[src/rtl/mem_port_arbiter.sv]
// rtl/mem_port_arbiter.sv - single-port RAM arbiter between instruction fetch and load/store
module mem_port_arbiter #(
    parameter int AW         = 8,
    parameter int DW         = 16,
    parameter int MEM_LAT    = 1,
    parameter int STARVE_MAX = 3
) (
    input  logic          clk,
    input  logic          pcrst,
    input  logic          if_req,
    input  logic [AW-1:0] if_addr,
    output logic          if_gnt,
    output logic          if_rvalid,
    output logic [DW-1:0] if_rdata,
    input  logic          ls_req,
    input  logic          ls_we,
    input  logic [AW-1:0] ls_addr,
    input  logic [DW-1:0] ls_wdata,
    output logic          ls_gnt,
    output logic          ls_rvalid,
    output logic [DW-1:0] ls_rdata,
    output logic          mem_en,
    output logic          mem_we,
    output logic [AW-1:0] mem_addr,
    output logic [DW-1:0] mem_wdata,
    input  logic [DW-1:0] mem_rdata
);

    typedef enum logic {
        S_IDLE,
        S_WAIT
    } state_t;

    typedef enum logic [1:0] {
        OWN_NONE,
        OWN_IF,
        OWN_LS
    } owner_t;

    localparam logic [2:0] LAT  = 3'(MEM_LAT);
    localparam logic [3:0] SMAX = 4'(STARVE_MAX);

    state_t        state, state_nxt;
    owner_t        owner, owner_nxt;
    logic [2:0]    lat_cnt, lat_cnt_nxt;
    logic [3:0]    ls_streak, ls_streak_nxt;
    logic [AW-1:0] addr_q;
    logic [DW-1:0] wdata_q;

    logic          ret_cycle;
    logic          free_cycle;
    logic          win_if;
    logic          win_ls;

    // State register; addr/wdata hold the last issued values while the RAM is idle
    always_ff @(posedge clk) begin
        if (pcrst) begin
            state     <= S_IDLE;
            owner     <= OWN_NONE;
            lat_cnt   <= 3'd0;
            ls_streak <= 4'd0;
            addr_q    <= '0;
            wdata_q   <= '0;
        end else begin
            state     <= state_nxt;
            owner     <= owner_nxt;
            lat_cnt   <= lat_cnt_nxt;
            ls_streak <= ls_streak_nxt;
            if (mem_en) begin
                addr_q  <= mem_addr;
                wdata_q <= mem_wdata;
            end
        end
    end

    // Arbitration, next-state and all outputs; reset masks every grant and valid
    always_comb begin
        ret_cycle     = (state == S_WAIT) && (lat_cnt == LAT);
        free_cycle    = ((state == S_IDLE) || ret_cycle) && !pcrst;
        win_ls        = 1'b0;
        win_if        = 1'b0;
        state_nxt     = state;
        owner_nxt     = owner;
        lat_cnt_nxt   = lat_cnt;
        ls_streak_nxt = ls_streak;

        // LS wins unless the fetch side has been passed over STARVE_MAX times in a row
        if (free_cycle) begin
            if (ls_req && (!if_req || (ls_streak < SMAX))) begin
                win_ls = 1'b1;
            end else if (if_req) begin
                win_if = 1'b1;
            end
        end

        if (state == S_WAIT) begin
            if (ret_cycle) begin
                state_nxt   = S_IDLE;
                owner_nxt   = OWN_NONE;
                lat_cnt_nxt = 3'd0;
            end else begin
                lat_cnt_nxt = lat_cnt + 3'd1;
            end
        end

        // A new issue in the return cycle overrides the drop back to IDLE
        if (win_ls) begin
            if (if_req) begin
                ls_streak_nxt = (ls_streak == SMAX) ? ls_streak : ls_streak + 4'd1;
            end else begin
                ls_streak_nxt = 4'd0;
            end
            if (!ls_we) begin
                state_nxt   = S_WAIT;
                owner_nxt   = OWN_LS;
                lat_cnt_nxt = 3'd1;
            end
        end else if (win_if) begin
            ls_streak_nxt = 4'd0;
            state_nxt     = S_WAIT;
            owner_nxt     = OWN_IF;
            lat_cnt_nxt   = 3'd1;
        end

        if_gnt    = win_if;
        ls_gnt    = win_ls;
        mem_en    = win_if || win_ls;
        mem_we    = win_ls && ls_we;
        mem_addr  = win_ls ? ls_addr : (win_if ? if_addr : addr_q);
        mem_wdata = mem_en ? ls_wdata : wdata_q;

        if_rvalid = ret_cycle && (owner == OWN_IF) && !pcrst;
        ls_rvalid = ret_cycle && (owner == OWN_LS) && !pcrst;
        if_rdata  = if_rvalid ? mem_rdata : '0;
        ls_rdata  = ls_rvalid ? mem_rdata : '0;
    end

endmodule
[config.mk]
export PLATFORM = sky130hd
export DESIGN_NAME = mem_port_arbiter
export DESIGN_NICKNAME = d
export VERILOG_FILES = /design/src/rtl/mem_port_arbiter.sv
export SDC_FILE = /design/constraint.sdc
export NUM_CORES = 1
export LEC_CHECK = 0
export ABC_AREA = 1
export CAP_MARGIN = 20
export CORE_MARGIN = 10
export CORE_UTILIZATION = 38
export CTS_CLUSTER_DIAMETER = 50
export DETAILED_ROUTE_END_ITERATION = 10
export PLACE_DENSITY_LB_ADDON = 0.3
export SLEW_MARGIN = 20
export SYNTH_ARGS = -nofsm -noshare
export SYNTH_HDL_FRONTEND = slang
export SYNTH_SLANG_ARGS = --single-unit
[constraint.sdc]
create_clock -name clk -period 2.2 [get_ports clk]
set_input_delay 0.55 -clock clk [delete_from_list [all_inputs] [get_ports clk]]
set_output_delay 0.55 -clock clk [all_outputs]
set_load 0.01 [all_outputs]
Yosys cells after proc, flatten, opt, wreduce, memory -nomap -nowiden
Index checks and enable logic that the tools add are counted.
Widths: inputs -> output; s select.
- add/sub/neg operators: 2
- multipliers: 0
- divide/modulo/power cells: 0
- $lt $le $gt $ge: 1
- equal/unequal tests: 5
- shift operators: 0
- multiplexer cells: 29
- bitwise operators: 1
- reduce and logical (&&, ||, !) cells: 15
- operators by type and width (kind ; count):
    $mux 16 ; 3
    $mux 4 ; 4
    $mux 8 ; 2
    $mux 3 ; 5
    $mux 1 ; 10
    $mux 2 ; 5
    $logic_and 1x1->1 ; 8
    $add 4x1->4 const B ; 1
    $eq 4x2->1 const B ; 1
    $lt 4x2->1 const B ; 1
    $add 3x1->3 const B ; 1
    $eq 3x1->1 const B ; 1
    $logic_or 1x1->1 ; 3
    $ne 3x3->1 const B ; 1
    $eq 2x1->1 const B ; 1
    $eq 2x2->1 const B ; 1
    $logic_not 1->1 ; 2
    $reduce_and 2->1 ; 1
    $reduce_bool 2->1 ; 1
    $not 1->1 ; 1
- register bits after elaboration: 34
- bits in latches: 0
- RAM bits: 0
- bits in read-only memories: 0
- input bits: 53
- output and inout bits: 62
- memories kept: 0

Logic depth before layout (Yosys ltp)
- depth in word-level cells: 7
- mapped depth: 10
- mapped depth without buffers: 10

Least setup slack after synthesis
No wires, ideal clock.
- path type: input-to-output
- start: input port ls_req
- end: output port mem_wdata[5]
- data arrival time: 1.381 ns
- slack: 0.269 ns
- cell stages on the path: 6
- path buffers: 2
- cell sequence: buf_2 > o211ai_4 > buf_4 > nand2_1 > o21ai_1 > inv_1
- word-level cells in the longest chain between the ends: 5
- RTL lines (what ; line ; RTL):
    start, declared ; 15 ; input logic ls_req,
    $logic_and 1x1->1 * ; 89 ; if (ls_req && (!if_req || (ls_streak < SMAX))) begin
    $mux 1 ; 89 ;
    $mux 1 ; 88 ; if (free_cycle) begin
    $logic_or 1x1->1 * ; 127 ; mem_en = win_if || win_ls;
    $mux 16 * ; 130 ; mem_wdata = mem_en ? ls_wdata : wdata_q;
    end, declared ; 25 ; output logic [DW-1:0] mem_wdata,
Mark *: on every way between the ends. The rest lies on a longest branch, timed or not.

Worst setup path in the final report
- start: register lat_cnt[1]
- end: output port mem_wdata[6]
- word-level cells in the longest chain between the ends: 7
- RTL lines (what ; line ; RTL):
    start, declared ; 45 ; logic [2:0] lat_cnt, lat_cnt_nxt;
    start signal, assigned ; 67 ; lat_cnt <= lat_cnt_nxt;
    $eq 3x1->1 * ; 78 ; ret_cycle = (state == S_WAIT) && (lat_cnt == LAT);
    $logic_and 1x1->1 * ; 78 ;
    $logic_or 1x1->1 * ; 79 ; free_cycle = ((state == S_IDLE) || ret_cycle) && !pcrst;
    $logic_and 1x1->1 * ; 79 ;
    $mux 1 ; 88 ;
    $logic_or 1x1->1 * ; 127 ;
    $mux 16 * ; 130 ;
Marked as above.

==> out/metrics.cfg <==
[outcome]
outcome=finished with violations
violations=negative setup slack

[final_layout]
fillers=170
antenna_cells=0
drive_gt1_share_pct=56.70
seqCellArea_um2=683.2
syn2layout_area_growth_pct=134.2
final_core_util_pct=93.14
num-nets-final=579
multi_input_comb_area_mm2=0.001291
stdcell_area_mm2=0.004487

[route]
drt_iter0_drc=336
wire_per_inst_um=23.14
m1WireLength_mm=4.531
vias=3258
via_per_inst=5.531
drtAntennaViolNets=0
wl_met3_mm=1.335
routed.top_layer=met4
drc=0
drtPass1Iterations=5
wirelength_mm=13.63
wl_met2_mm=6.630

[power]
power_density_mw_per_mm2=504.0
netSwitchingFraction_pct=33.99
p_comb_share_pct=48.4
p_int_uw=1493
p_seq_share_pct=31.0
irDropWorstVdd_mv=0.3692
leakagePower_uw=0.002354
p_sw_uw=768.7
power_frac_clock_pct=20.6

[clocking]
cts_buffer_depth=2
root_buffer=clkbuf_8
insertion_delay_ns=0.29
cts_tree=done
clk_pin_slew_ns=0.06
cts-buffers-inserted=5
cts.sinks=34
cts.hold.buffers_added=0
h-tree-depth=2

[hold_path]
hold_start=ls_streak[2]
hold_class=register to register
whs_endpoint=ls_streak[2]
holdPathStages=2

[setup_path]
worstSetupStartpointType=register
critPathCaptureType=output pin
crit_top_cell=nand2_4
cp.depth=12
r2r-start=lat_cnt[1]
path_cells=inv_2, ha_4, nand2_4, nand2_4, o211ai_4, buf_12, buf_16, buf_4, nand2_2, o21ai_2, inv_1, buf_2
cp.buffers_inverters=6
r2r-end=wdata_q[7]
crit_type=register to output pin
crit_family=buffers and inverters
rr_worst_depth=18
cp.arrival_ns=1.92
slowest_stage=dfxtp_2
reg2reg_slack_ns=-0.19
critical_path_required_ns=1.65
cp_max_fo=7
critical-path-max-stage-delay_ns=0.36

[timing]
rsz0062_at_grt=true
min_period_ns=2.471
slew_viol_final=0
skew_ns=0.006220
worst_pin_slew_ns=0.4362
finalHoldViolCount=0
max_freq_ghz=0.4047
whs_ns=0.5090
setup_violations=66
fin_setup_tns_ns=-10.25
period_share_pct=112.3
setup_slack_ns=-0.2707
relSlewSlack_pct=70.88

[synthesis]
yosys.area.top_type_share_pct=35.53
ys_ff_latch=34
synth-seq-area-share_pct=35.53
synth.area.top_cells=dfxtp_1 (36%), inv_1 (14%), nor2_1 (10%)
synth_top_area_cell=dfxtp_1
syn_area_per_cell_um2=6.605
syn_area_mm2=0.001916
syn_nets=346
yosys_warnings=0
syn_inst=290
ys_types=28

[floorplanning]
dieHeight_um=91
row_count=25
ioPinCount=115
start_util_pct=39.77
die_area_mm2=0.008281
coreArea_mm2=0.004817
die_w_um=91

[global_routing]
grt.overflow.total=0
grt_usage_pct=24.20
antenna_found_initial=0
grt_max_degree=16
grt_pass1_wl_mm=16.16
grt_pass1_vias=3165

[place]
post-place-ws_ns=-0.6720
placed_area_mm2=0.003412
io_buffers=114
gp_congestion=0.8000
hpwl_mm=5.405

[flow_run]
max_cap_violations=0

## tightest hold or removal path, cell delays in order (launching register included)
cell and delay, ns:
dfxtp_1 0.31, inv_1 0.09, nor3_1 0.07
## per-layer routing
layer	vias to the layer above	track usage (%)
li1	1342	-
met1	1535	22.04
met2	273	44.27
met3	108	9.547
met4	0	14.75
met5	-	0
## placed cells by master (no fill, tap or decap), types with 2 or more instances in the layout
master | Yosys | layout
a21oi_1 | 5 | 5
nor2_1 | 53 | 29
ha_1 | 3 | 2
buf_6 | 4 | 47
inv_2 | 3 | 10
clkbuf_8 | 0 | 6
clkdlybuf4s50_1 | 0 | 49
nor2_4 | 2 | 8
clkdlybuf4s15_2 | 0 | 2
o21ai_0 | 2 | 2
buf_4 | 3 | 88
nand2_4 | 2 | 11
nand2_2 | 4 | 18
nand3_2 | 4 | 13
inv_1 | 72 | 65
nor3_1 | 4 | 4
buf_12 | 0 | 5
nand2_1 | 43 | 20
dfxtp_1 | 34 | 32
dlygate4sd2_1 | 0 | 2
nand3_1 | 16 | 7
nor2_2 | 1 | 19
nand4_1 | 8 | 8
nand4_4 | 2 | 6
o21ai_2 | 0 | 11
buf_2 | 1 | 38
o21ai_4 | 0 | 5
dfxtp_2 | 0 | 2
## final cells by class
cell class	count	area share, %
clock buffer	6	1.840
inverter	76	6.414
multi-input combinational	172	28.78
sequential	34	15.23
tap	67	1.868
timing repair buffer	234	45.87
## through the flow
stage | std cells | total power [uW]
global placement | 502 | 1304
floorplan | 290 | 943.9
CTS | 580 | 2006
finish | 589 | 2262
global route | 589 | 2319
detailed placement | 502 | 1317
## kinds of logic (layout without fill, tap and decap cells)
kind of cell	after synthesis	in the layout	synth area share (%)
AND/OR/NAND/NOR	139	143	34.94
buffers and inverters	88	316	19.66
flip-flops	34	34	35.53
AO/OA/AOI/OAI	26	26	7.904
adder cells (fa/ha/maj)	3	3	1.960
## what timing repair did
| action | in CTS | in global routing |
|---|---|---|
| pin swaps | 36 | 34 |
| gates resized for setup | 313 | 101 |
| gates cloned | 6 | 0 |
| setup buffers | 66 | 14 |
| setup endpoints to repair | 62 | 68 |
## sequential cells by signal, indices dropped and copies added, names as in the netlist
register	count
lat_cnt	3
addr_q	8
state	1
owner	2
ls_streak	4
wdata_q	16
## Yosys cell counts
cell type / count
nand2_1: 43
buf_2: 1
buf_6: 4
nand2_4: 2
nand2_2: 4
nor2_4: 2
dfxtp_1: 34
nand3_1: 16
o21ai_1: 16
nor2_2: 1
nand4_4: 2
o22ai_1: 1
nand3_2: 4
a21oi_1: 5
buf_1: 1
o21ai_0: 2
inv_1: 72
clkbuf_2: 1
inv_4: 1
clkbuf_1: 2
o211ai_4: 1
nand4_1: 8
nor2_1: 53
inv_2: 3
buf_4: 3
ha_1: 3
a21oi_2: 1
nor3_1: 4
## how the worst max path moves through the flow
stage / from / to / slack [ns]
after detailed placement: if_req / mem_addr[4] / -0.67
after global routing: lat_cnt[1] / mem_wdata[6] / -0.29
after global placement: if_req / mem_we / -0.63
final: lat_cnt[1] / mem_wdata[6] / -0.27
after CTS: lat_cnt[1] / mem_addr[4] / -0.13
after floorplan: ls_req / mem_wdata[5] / 0.27
## power by group through the flow
| stage | registers (uW) | logic, uW | clock network (uW) |
|---|---|---|---|
| CTS | 688 | 856 | 462 |
| finish | 700 | 1090 | 467 |
| floorplan | 691 | 253 | 0 |
| global placement | 692 | 612 | 0 |
| global route | 700 | 1140 | 483 |
| detailed placement | 693 | 624 | 0 |
No activity file was read; power rests on OpenSTA's default activity.
